<file path="config.mk">
export PLATFORM = sky130hd
export DESIGN_NAME = stim_pair_sequencer
export DESIGN_NICKNAME = d
export VERILOG_FILES = /design/src/rtl/stim_pair_sequencer.sv
export SDC_FILE = /design/constraint.sdc
export NUM_CORES = 1
export LEC_CHECK = 0
export CAP_MARGIN = 20
export CORE_MARGIN = 2
export CORE_UTILIZATION = 60
export CTS_CLUSTER_SIZE = 25
export DETAILED_ROUTE_END_ITERATION = 12
export PLACE_DENSITY_LB_ADDON = 0.08
export SYNTH_ARGS = -nofsm -noshare
export SYNTH_HDL_FRONTEND = slang
export SYNTH_SLANG_ARGS = --single-unit
</file>
<file path="constraint.sdc">
create_clock -name clk -period 4.2 [get_ports clk]
set_input_delay 0.63 -clock clk [delete_from_list [all_inputs] [get_ports clk]]
set_output_delay 0.63 -clock clk [all_outputs]
set_load 0.1 [all_outputs]
</file>
<file path="src/rtl/stim_pair_sequencer.sv">
// Purpose: drives (first, second) value pairs onto the DUT input bus, with begin/end markers and a pair index.
// Latency: first value appears 1 cycle after start; each pair takes 2*PHASE_CYCLES cycles.
// Backpressure: hold freezes every register and suppresses pulses; a postponed pulse fires on the first released edge.
module stim_pair_sequencer #(
    parameter int          IN_SIZE      = 8,
    parameter int          SIM          = 16,
    parameter int          PHASE_CYCLES = 1,
    parameter logic [31:0] LFSR_SEED    = 32'hACE12468,
    parameter int          CNT_W        = 16
) (
    input  logic               clk,
    input  logic               rst_n,
    input  logic               start,
    input  logic               mode_full,
    input  logic               hold,
    output logic [IN_SIZE-1:0] in_data,
    output logic               sim_begin,
    output logic               sim_end,
    output logic [CNT_W-1:0]   sim_idx,
    output logic               busy,
    output logic               done
);

    localparam int IDX_W = (SIM > 1) ? $clog2(SIM) : 1;
    localparam int PC_W  = (PHASE_CYCLES > 1) ? $clog2(PHASE_CYCLES) : 1;

    localparam logic [IDX_W-1:0] IDX_LAST  = IDX_W'(SIM - 1);
    localparam logic [PC_W-1:0]  PC_LAST   = PC_W'(PHASE_CYCLES - 1);
    // An all-zero Galois LFSR never leaves zero, so a zero seed is replaced by 1.
    localparam logic [31:0]      SEED_EFF  = (LFSR_SEED == 32'd0) ? 32'd1 : LFSR_SEED;
    localparam logic [31:0]      LFSR_MASK = 32'h80200003;

    typedef enum logic [1:0] {
        S_IDLE,
        S_FIRST,
        S_SECOND,
        S_DONE
    } state_t;

    state_t             state_q, state_d;
    logic [IDX_W-1:0]   i_q, i_d;
    logic [IDX_W-1:0]   j_q, j_d;
    logic [PC_W-1:0]    pc_q, pc_d;
    logic [31:0]        lfsr_q, lfsr_d;
    logic               mode_q, mode_d;
    logic [IN_SIZE-1:0] data_q, data_d;
    logic [CNT_W-1:0]   idx_q, idx_d;
    logic               begin_q, begin_d;
    logic               end_q, end_d;

    logic [31:0]        lfsr_nx;
    logic [IN_SIZE-1:0] rnd_val;
    logic [IDX_W-1:0]   i_inc;
    logic [IDX_W-1:0]   first_src;

    // Full-mode values are the loop indices taken modulo 2^IN_SIZE.
    function automatic logic [IN_SIZE-1:0] idx_val(input logic [IDX_W-1:0] v);
        return IN_SIZE'(v);
    endfunction

    // One Galois step; only ever applied once per edge because at most one value loads per edge.
    always_comb begin
        lfsr_nx = lfsr_q[0] ? ((lfsr_q >> 1) ^ LFSR_MASK) : (lfsr_q >> 1);
        rnd_val = lfsr_nx[IN_SIZE-1:0];
        i_inc   = i_q + IDX_W'(1);
        // Next pair's first value: same row while j has room, otherwise the next row.
        first_src = (j_q != IDX_LAST) ? i_q : i_inc;
    end

    // Next-state and output computation; hold leaves every default in place.
    always_comb begin
        state_d = state_q;
        i_d     = i_q;
        j_d     = j_q;
        pc_d    = pc_q;
        lfsr_d  = lfsr_q;
        mode_d  = mode_q;
        data_d  = data_q;
        idx_d   = idx_q;
        begin_d = 1'b0;
        end_d   = 1'b0;
        if (!hold) begin
            case (state_q)
                S_IDLE, S_DONE: begin
                    if (start) begin
                        mode_d  = mode_full;
                        i_d     = '0;
                        j_d     = '0;
                        idx_d   = '0;
                        pc_d    = '0;
                        state_d = S_FIRST;
                        if (mode_full) begin
                            data_d = '0;
                        end else begin
                            data_d = rnd_val;
                            lfsr_d = lfsr_nx;
                        end
                    end
                end
                S_FIRST: begin
                    if (pc_q == PC_LAST) begin
                        state_d = S_SECOND;
                        pc_d    = '0;
                        begin_d = 1'b1;
                        if (mode_q) begin
                            data_d = idx_val(j_q);
                        end else begin
                            data_d = rnd_val;
                            lfsr_d = lfsr_nx;
                        end
                    end else begin
                        pc_d = pc_q + PC_W'(1);
                    end
                end
                S_SECOND: begin
                    if (pc_q == PC_LAST) begin
                        end_d = 1'b1;
                        idx_d = idx_q + CNT_W'(1);
                        pc_d  = '0;
                        if (j_q == IDX_LAST && i_q == IDX_LAST) begin
                            // Last pair: in_data keeps its final value.
                            state_d = S_DONE;
                        end else begin
                            state_d = S_FIRST;
                            if (j_q != IDX_LAST) begin
                                j_d = j_q + IDX_W'(1);
                            end else begin
                                j_d = '0;
                                i_d = i_inc;
                            end
                            if (mode_q) begin
                                data_d = idx_val(first_src);
                            end else begin
                                data_d = rnd_val;
                                lfsr_d = lfsr_nx;
                            end
                        end
                    end else begin
                        pc_d = pc_q + PC_W'(1);
                    end
                end
                default: begin
                    state_d = S_IDLE;
                end
            endcase
        end
    end

    // State register with synchronous reset that overrides start and hold.
    always_ff @(posedge clk) begin
        if (!rst_n) begin
            state_q <= S_IDLE;
            i_q     <= '0;
            j_q     <= '0;
            pc_q    <= '0;
            lfsr_q  <= SEED_EFF;
            mode_q  <= 1'b0;
            data_q  <= '0;
            idx_q   <= '0;
            begin_q <= 1'b0;
            end_q   <= 1'b0;
        end else begin
            state_q <= state_d;
            i_q     <= i_d;
            j_q     <= j_d;
            pc_q    <= pc_d;
            lfsr_q  <= lfsr_d;
            mode_q  <= mode_d;
            data_q  <= data_d;
            idx_q   <= idx_d;
            begin_q <= begin_d;
            end_q   <= end_d;
        end
    end

    assign in_data   = data_q;
    assign sim_begin = begin_q;
    assign sim_end   = end_q;
    assign sim_idx   = idx_q;
    assign busy      = (state_q == S_FIRST) || (state_q == S_SECOND);
    assign done      = (state_q == S_DONE);

endmodule

</file>
==> flow_summary.toml, run 1 <==
[outcome]
status = "completed"

[logic_synthesis]
synth-seq-area-share = 0.449
syn-num-nets = 385
synthCells = 373
yosys_warnings = 0
ys_types = 45
async_flop_share = 0
ys_seq_elements = 69
synth_ff_type = "dfxtp_1"
synth-edff-count = 0
avgSynthCellArea_um2 = 8.24
mappedNetlistArea_um2 = 3070

[placement]
port_buffers = 32
place_ws_ps = 1180
hpwlAfterDp_mm = 3.98
gp_congestion = 0.787
place_area_um2 = 3380

[layout]
seqCellArea_um2 = 1380
antenna_cells = 0
final_cell_area_um2 = 3570
nNetsFinal = 405
drive_above_1_share = 0.0678
layout_common_cells = "76 x nand2_1, 69 x dfxtp_1, 66 x nand3_1"
fillers = 433
area_delta_synth_final_pct = 16.0
mostFrequentLayoutCell = "nand2_1"
multiInputGateArea_um2 = 1550

[critical_path]
slowest_stage = "clkdlybuf4s50_1"
path_class = "flip-flop to primary output"
cpMostUsedCell = "inv_1"
slowest_delay_ps = 1150
cp_max_fo = 8
r2r_start = "state_q[0]$_SDFFE_PN0P_"
reg2reg_to = "lfsr_q[21]$_SDFFE_PN1P_"
crit_end = "busy"
worst-path-stages = 4
startpoint = "state_q[0]$_SDFFE_PN0P_"
worstPathArrival_ps = 2540
critPathRequiredTime_ps = 3570
crit_chain = "inv_1 -> ha_1 -> inv_1 -> clkdlybuf4s50_1"
ff2ff_setup_slack_ps = 1260
endpoint_kind = "primary output"
critPathTopFamily = "buffers and inverters"
start_kind = "flip-flop"
crit_buf_inv = 3
r2r_cells = 8

[grt]
antenna_found_initial = 0
grt_pass1_wl_mm = 9.61
grt_remaining_overflow = 0
grt_pass1_vias = 2119
grt_start_max_net_pins = 64
grt_usage = 0.220

[cts]
clk_pin_slew_ps = 70
cts-htree-levels = 3
cts_resized = 0
cts.sinks = 69
numCtsBuffers = 9
root_buffer = "clkbuf_8"
clkLatencyLatePin_ps = 340
post_cts_buffers = 0
cts_tree = "built"
ctsHoldBuffers = 0
clockBufferDepth = 2

[sta]
layout_setup_ws_ps = 1030
slew_headroom = 0.336
min_period_ps = 3170
setup_viol = 0
timing.final.crit_share = 0.754
worstMarginPinSlew_ps = 992
timing.fmax_mhz = 316
final-max-slew-violation-count = 0
rsz0062_at_grt = "no"
setup_tns_ps = 0
hold_viol = 0
whs_ps = 447
finClkSkew_ps = 8.54

[detailed_routing]
dr_total_vias = 2548
via_per_inst = 5.44
wire_per_inst_um = 12.4
detail_route.wirelength_mm = 5.80
route.detailed.drc = 0
drt.antenna.violating_nets = 0
drtIter0Drc = 160
drtPass1Iterations = 4

[floorplan]
pin_count = 33
initial_core_util = 0.614
rows = 26
coreArea_um2 = 5010
die_w_um = 75.6
die_y_um = 75.6
dieArea_um2 = 5710

[pwr]
power_mw = 1.39
combPwrFrac = 0.126
power_density_nw_per_um2 = 390
p_seq_frac = 0.503
power.internal_mw = 1.00
leakagePower_nw = 1.45
power.switching_uw = 390
p_sw_frac = 0.280
clock_power_share = 0.371
peakVddDrop_mv = 0.279

[min_path]
hp-class = "flip-flop to flip-flop"

[flow_run]
maxCapViolCount = 0
-- sequential cells by signal, indices dropped and copies added (netlist names) --
name       count
i_q            4
in_data        8
j_q            4
lfsr_q        32
mode_q         1
sim_begin      1
sim_end        1
sim_idx       16
state_q        2
-- cell families (layout without fill, tap and decap cells) --
kind of cell | Yosys count | in the layout | synth area share
simple gates | 201 | 201 | 0.321
flops | 69 | 69 | 0.449
compound gates | 43 | 43 | 0.0924
buf+inv | 31 | 56 | 0.0460
xor+xnor | 21 | 21 | 0.0598
fa+ha+maj | 7 | 7 | 0.0285
mux | 1 | 1 | 0.00326
-- layout make-up --
class                   instances  share of cell area
multi-input cells             273               0.435
flip-flops and latches         69               0.387
clock buffers                   9              0.0347
clock inverters                 7              0.0186
well taps                      70              0.0246
inverters                       5             0.00526
repair buffers                 35              0.0947
-- per-stage QoR --
step / cells / utilization
after global placement: 452 / 0.674
after CTS: 468 / 0.712
after detailed placement: 452 / 0.674
after global routing: 468 / 0.712
final: 468 / 0.712
after floorplan: 373 / -
-- routing by layer --
layer  track usage  up-vias  wire length, µm
li1              -     1312                -
met1         0.314     1189             2810
met2         0.326       40             2750
met3        0.0397        7              163
met4        0.0994        0               80
met5             0        -                0
-- worst min-delay path: stages (launching register included) --
cell and delay [ps]:
dfxtp_1 310, nand3_1 60, nand2_1 40
-- power groups by stage --
| stage | registers [mW] | clock network, mW | logic, mW |
|---|---|---|---|
| 6_report | 0.700 | 0.516 | 0.176 |
| 5_1_grt | 0.704 | 0.556 | 0.193 |
| 4_1_cts | 0.700 | 0.532 | 0.177 |
| 3_5_place_dp | 0.715 | 0 | 0.176 |
| 3_3_place_gp | 0.714 | 0 | 0.173 |
| 2_1_floorplan | 0.752 | 0 | 0.104 |
-- worst min path at each step --
stage	depth (start not counted)	end	start
final	2	lfsr_q[9]$_SDFFE_PN0P_	lfsr_q[10]$_SDFFE_PN1P_
after global routing	2	lfsr_q[9]$_SDFFE_PN0P_	lfsr_q[9]$_SDFFE_PN0P_
after CTS	2	lfsr_q[9]$_SDFFE_PN0P_	lfsr_q[10]$_SDFFE_PN1P_
after detailed placement	2	lfsr_q[9]$_SDFFE_PN0P_	lfsr_q[9]$_SDFFE_PN0P_
after global placement	2	lfsr_q[9]$_SDFFE_PN0P_	lfsr_q[9]$_SDFFE_PN0P_
after floorplan	2	lfsr_q[12]$_SDFFE_PN0P_	lfsr_q[12]$_SDFFE_PN0P_
-- cells in the mapped netlist (5+ instances only) --
master	count	share of area
nor2_1	23	0.028
a21boi_0	8	0.020
nand2_1	76	0.093
o21ai_0	13	0.021
nand4_1	5	0.010
ha_1	7	0.028
clkbuf_1	13	0.016
dfxtp_1	69	0.45
nand3_1	66	0.11
xor2_1	17	0.048
a21oi_1	8	0.013
inv_1	5	0.0061
buf_2	5	0.0081
(Power assumes the default switching activity.)
==> inputs of run 2 (changes only) <==
CORE_UTILIZATION = 56   (was 60)
clock period = 3.1 ns   (was 4.2 ns; I/O delays follow)
==> run 2 against run 1 <==
  * Count of clock-buffer cells in the layout increased by 1
  * Critical path depth is 4 higher
  * Global-route usage down 0.62 points
  * Hold slack better by 3.6 ps
  * Flip-flop and latch count unchanged
  * Final area fell by 0.46%
  * Utilization fell by 3.0 points
  * Sequential share of layout area up 0.18 points
  * Total power is 39% higher
  * Worst setup slack got worse by 500 ps
  * Via count is 0.90% higher
  * Critical path type is now flip-flop to flip-flop
  * Highest routed layer unchanged
==> flow_summary.toml, run 2 (synthesis gave the netlist of run 1 again) <==
[min_path]
hold_end = "lfsr_q[15]$_SDFFE_PN0P_"
worstHoldStart = "lfsr_q[15]$_SDFFE_PN0P_"
hp-class = "flip-flop to flip-flop"
holdPathStages = 2

[layout]
drive_above_1_share = 0.151
layout_common_cells = "76 x nand2_1, 69 x dfxtp_1, 66 x nand3_1"
final_cell_area_um2 = 3550
largest_reg_flops = 32
nNetsFinal = 411
regMostFlops = "lfsr_q"
antenna_cells = 0
fin_util = 0.682
mostFrequentLayoutCell = "nand2_1"
area_delta_synth_final_pct = 15.5

[pwr]
leakagePower_nw = 1.54
peakVddDrop_mv = 0.346
p_seq_frac = 0.492
combPwrFrac = 0.126
power.switching_uw = 545
power.internal_mw = 1.38
power_density_nw_per_um2 = 544
p_sw_frac = 0.283
clock_power_share = 0.383
power_mw = 1.93

[floorplan]
die_y_um = 78.1
rows = 26
initial_core_util = 0.591
dieArea_um2 = 6100
pin_count = 33
die_w_um = 78.1
coreArea_um2 = 5200

[cts]
cts.sinks = 69
cts_tree = "built"
clkLatencyLatePin_ps = 350
cts-htree-levels = 3
numCtsBuffers = 9
post_cts_buffers = 0
clk_pin_slew_ps = 70
cts_resized = 0
ctsHoldBuffers = 0
root_buffer = "clkbuf_8"
clockBufferDepth = 2

[detailed_routing]
drtPass1Iterations = 4
detail_route.wirelength_mm = 5.97
drt.antenna.violating_nets = 0
route.detailed.drc = 0
dr_wl_met2_mm = 2.57
highest_layer = "met4"
met3_length_um = 279
via_per_inst = 5.42
wl_met1_mm = 3.02
dr_total_vias = 2571
drtIter0Drc = 109
wire_per_inst_um = 12.6

[critical_path]
critPathRequiredTime_ps = 3320
cp_max_fo = 19
slowest_delay_ps = 440
start_kind = "flip-flop"
endpoint_kind = "flip-flop"
crit_chain = "inv_1 -> ha_1 -> nor2b_4 -> a211oi_4 -> nand3_1 -> buf_4 -> nand2_1 -> nand3_1"
r2r_cells = 8
slowest_stage = "nand3_1"
reg2reg_to = "lfsr_q[5]$_SDFFE_PN1P_"
cpMostUsedCell = "nand3_1"
path_class = "flip-flop to flip-flop"
ff2ff_setup_slack_ps = 540
worstPathArrival_ps = 2780
r2r_start = "state_q[0]$_SDFFE_PN0P_"

[placement]
place_ws_ps = 559
gp_congestion = 0.811
hpwlAfterDp_mm = 4.11
port_buffers = 32
place_area_um2 = 3350

[sta]
rsz0062_at_grt = "no"
setup_tns_ps = 0
slew_headroom = 0.585
min_period_ps = 2560
layout_setup_ws_ps = 538
finClkSkew_ps = 7.17
hold_viol = 0
final-max-slew-violation-count = 0
timing.fmax_mhz = 390
timing.final.crit_share = 0.826
worstMarginPinSlew_ps = 617
setup_viol = 0

[grt]
grt_pass1_vias = 2233
grt_remaining_overflow = 0
antenna_found_initial = 0
grt_usage = 0.214
grt_start_max_net_pins = 42
grt_pass1_wl_mm = 10.4

[outcome]
status = "completed"

[flow_run]
maxCapViolCount = 0
[run 2: changes by cell type in the layout (fill, tap and decap cells not counted)]
cell / previous run / this run
buf_4: 3 / 37
clkbuf_8: 9 / 10
clkinv_4: 1 / 0
clkinv_2: 4 / 3
inv_6: 0 / 1
clkdlybuf4s50_1: 31 / 3
[run 2: worst max-delay path by stage]
stage	from	to	slack, ps	cells past startpoint
finish	state_q[0]$_SDFFE_PN0P_	lfsr_q[5]$_SDFFE_PN1P_	540	8
global route	state_q[0]$_SDFFE_PN0P_	lfsr_q[10]$_SDFFE_PN1P_	290	8
CTS	state_q[0]$_SDFFE_PN0P_	lfsr_q[3]$_SDFFE_PN1P_	560	8
detailed placement	start	lfsr_q[5]$_SDFFE_PN1P_	560	7
global placement	start	lfsr_q[13]$_SDFFE_PN1P_	580	7
floorplan	state_q[0]$_SDFFE_PN0P_	lfsr_q[27]$_SDFFE_PN1P_	670	10
[run 2: routing by layer]
layer	vias to the layer above	track usage
met5	-	0
met4	0	0.0930
met3	12	0.0632
met2	57	0.308
met1	1177	0.298
li1	1325	-
[run 2: layout make-up]
class	instances	area [µm²]
clock inverters	6	61.3
flip-flops and latches	69	1380
inverters	5	18.8
fillers	441	1650
repair buffers	41	313
clock buffers	10	138
multi-input cells	273	1550
well taps	70	87.6
[run 2: stage by stage]
| step | instances | hold WS (ps) |
|---|---|---|
| finish | 474 | 450 |
| global route | 474 | 469 |
| CTS | 474 | 451 |
| detailed placement | 458 | 441 |
| global placement | 458 | 438 |
| floorplan | 373 | 430 |
[run 2: power by group through the flow]
stage,registers (mW),clock network [mW],logic (mW)
finish,0.949,0.738,0.242
global placement,0.968,0,0.238
CTS,0.948,0.756,0.243
global route,0.954,0.793,0.265
detailed placement,0.969,0,0.242
floorplan,1.02,0,0.140
[run 2: worst max-delay path, delay by kind of cell, from the launching register on]
| kind | cells | cell delay, ps |
|---|---|---|
| adder cells (fa/ha/maj) | 1 | 410 |
| flip-flops | 1 | 430 |
| AND/OR/NAND/NOR | 4 | 800 |
| AO/OA/AOI/OAI | 1 | 360 |
| buffers and inverters | 2 | 440 |
==> inputs of run 3 (changes only) <==
clock period = 2.5 ns   (was 3.1 ns; I/O delays follow)
==> run 3 against run 2 <==
  * Largest cell class unchanged
  * Global-route usage is 0.94 points higher
  * Final cell count is 0.42% higher
  * Utilization is 1.2 points higher
  * Clock skew is 2.0 ps lower
  * Highest routed layer unchanged
  * Worst setup slack worse by 160 ps
  * Largest power group unchanged
==> flow_summary.toml, run 3 (synthesis gave the netlist of run 1 again) <==
[outcome]
status = "completed"

[floorplan]
rows = 26
die_y_um = 78.1
initial_core_util = 0.591
coreArea_um2 = 5200
dieArea_um2 = 6100
pin_count = 33
die_w_um = 78.1

[cts]
cts.sinks = 69
ctsHoldBuffers = 0
clkLatencyLatePin_ps = 340
cts-htree-levels = 3
root_buffer = "clkbuf_8"
cts_tree = "built"
clockBufferDepth = 2
cts_resized = 0
clk_pin_slew_ps = 80
numCtsBuffers = 9
post_cts_buffers = 0

[layout]
layout_common_cells = "76 x nand2_1, 69 x dfxtp_1, 66 x nand3_1"
regMostFlops = "lfsr_q"
nNetsFinal = 413
fin_cells = 476
fin_util = 0.694
fillers = 455
area_delta_synth_final_pct = 17.5
mostFrequentLayoutCell = "nand2_1"
largest_reg_flops = 32
drive_above_1_share = 0.155
antenna_cells = 0

[critical_path]
slowest_delay_ps = 420
critPathRequiredTime_ps = 2780
path_class = "flip-flop to flip-flop"
ff2ff_setup_slack_ps = 380
worstPathArrival_ps = 2410
start_kind = "flip-flop"
slowest_stage = "dfxtp_1"
crit_chain = "inv_1 -> ha_1 -> nor2b_4 -> a211oi_4 -> nand3_1 -> buf_4 -> nor3b_1 -> o21a_1"
endpoint_kind = "flip-flop"
cp_max_fo = 32

[sta]
finClkSkew_ps = 5.22
timing.fmax_mhz = 471
final-max-slew-violation-count = 0
worstMarginPinSlew_ps = 568
timing.final.crit_share = 0.848
setup_tns_ps = 0
hold_viol = 0
rsz0062_at_grt = "no"
slew_headroom = 0.617
min_period_ps = 2120
setup_viol = 0

[detailed_routing]
route.detailed.drc = 0
via_per_inst = 5.47
drtPass1Iterations = 5
drt.antenna.violating_nets = 0
wire_per_inst_um = 13.0
detail_route.wirelength_mm = 6.21
drtIter0Drc = 101
dr_total_vias = 2605

[grt]
antenna_found_initial = 0
grt_pass1_vias = 2434
grt_usage = 0.223
grt_start_max_net_pins = 52
grt_pass1_wl_mm = 11.0
grt_remaining_overflow = 0

[placement]
hpwlAfterDp_mm = 4.21
dp.cells = 460
port_buffers = 32
gp_congestion = 0.816

[pwr]
peakVddDrop_mv = 0.389
leakagePower_nw = 1.56
power_mw = 2.50
power_density_nw_per_um2 = 691

[flow_run]
maxCapViolCount = 0

[min_path]
hp-class = "primary input to flip-flop"
run 3: area by class of cell:
type                       count  area (µm²)  area share
clock inverter                 7        97.6      0.0270
inverter                       5        18.8     0.00519
multi-input combinational    273        1550       0.429
clock buffer                   9         124      0.0343
timing repair buffer          43         353      0.0976
tap                           70        87.6      0.0242
sequential                    69        1380       0.382
run 3: per-stage QoR:
step	instance area, µm²	hold WS (ps)	setup slack, ps
2_1_floorplan	3070	430	71.9
3_3_place_gp	3390	438	390
3_5_place_dp	3390	442	311
4_1_cts	3610	427	368
5_1_grt	3610	457	182
6_report	3610	440	379
run 3: layer usage:
| metal | global-route usage | routed length [µm] | vias to the layer above |
|---|---|---|---|
| met3 | 0.0448 | 222 | 13 |
| met2 | 0.351 | 2790 | 48 |
| met4 | 0.107 | 133 | 0 |
| li1 | - | - | 1325 |
| met1 | 0.296 | 3060 | 1219 |
| met5 | 0 | 0 | - |
run 3: power by group:
part | internal, mW | total (mW) | switching, mW | leakage (nW)
Clock | 0.567 | 1.01 | 0.441 | 0.106
Sequential | 1.14 | 1.18 | 0.0310 | 0.561
Combinational | 0.0950 | 0.314 | 0.219 | 0.893
run 3: path summary, 6_finish.rpt:
kind,startpoint,end,cells past startpoint
max,state_q[0]$_SDFFE_PN0P_,lfsr_q[0]$_SDFFE_PN0P_,8
min,rst_n,lfsr_q[22]$_SDFFE_PN1P_,2
max reg2reg,state_q[0]$_SDFFE_PN0P_,lfsr_q[0]$_SDFFE_PN0P_,8
min reg2reg,lfsr_q[18]$_SDFFE_PN0P_,lfsr_q[18]$_SDFFE_PN0P_,2
run 3: critical path: cells and delay by family, from the launching register on:
family	cells	cell delay, ps
compound gates	2	500
simple gates	3	520
flops	1	420
buf+inv	2	310
fa+ha+maj	1	310
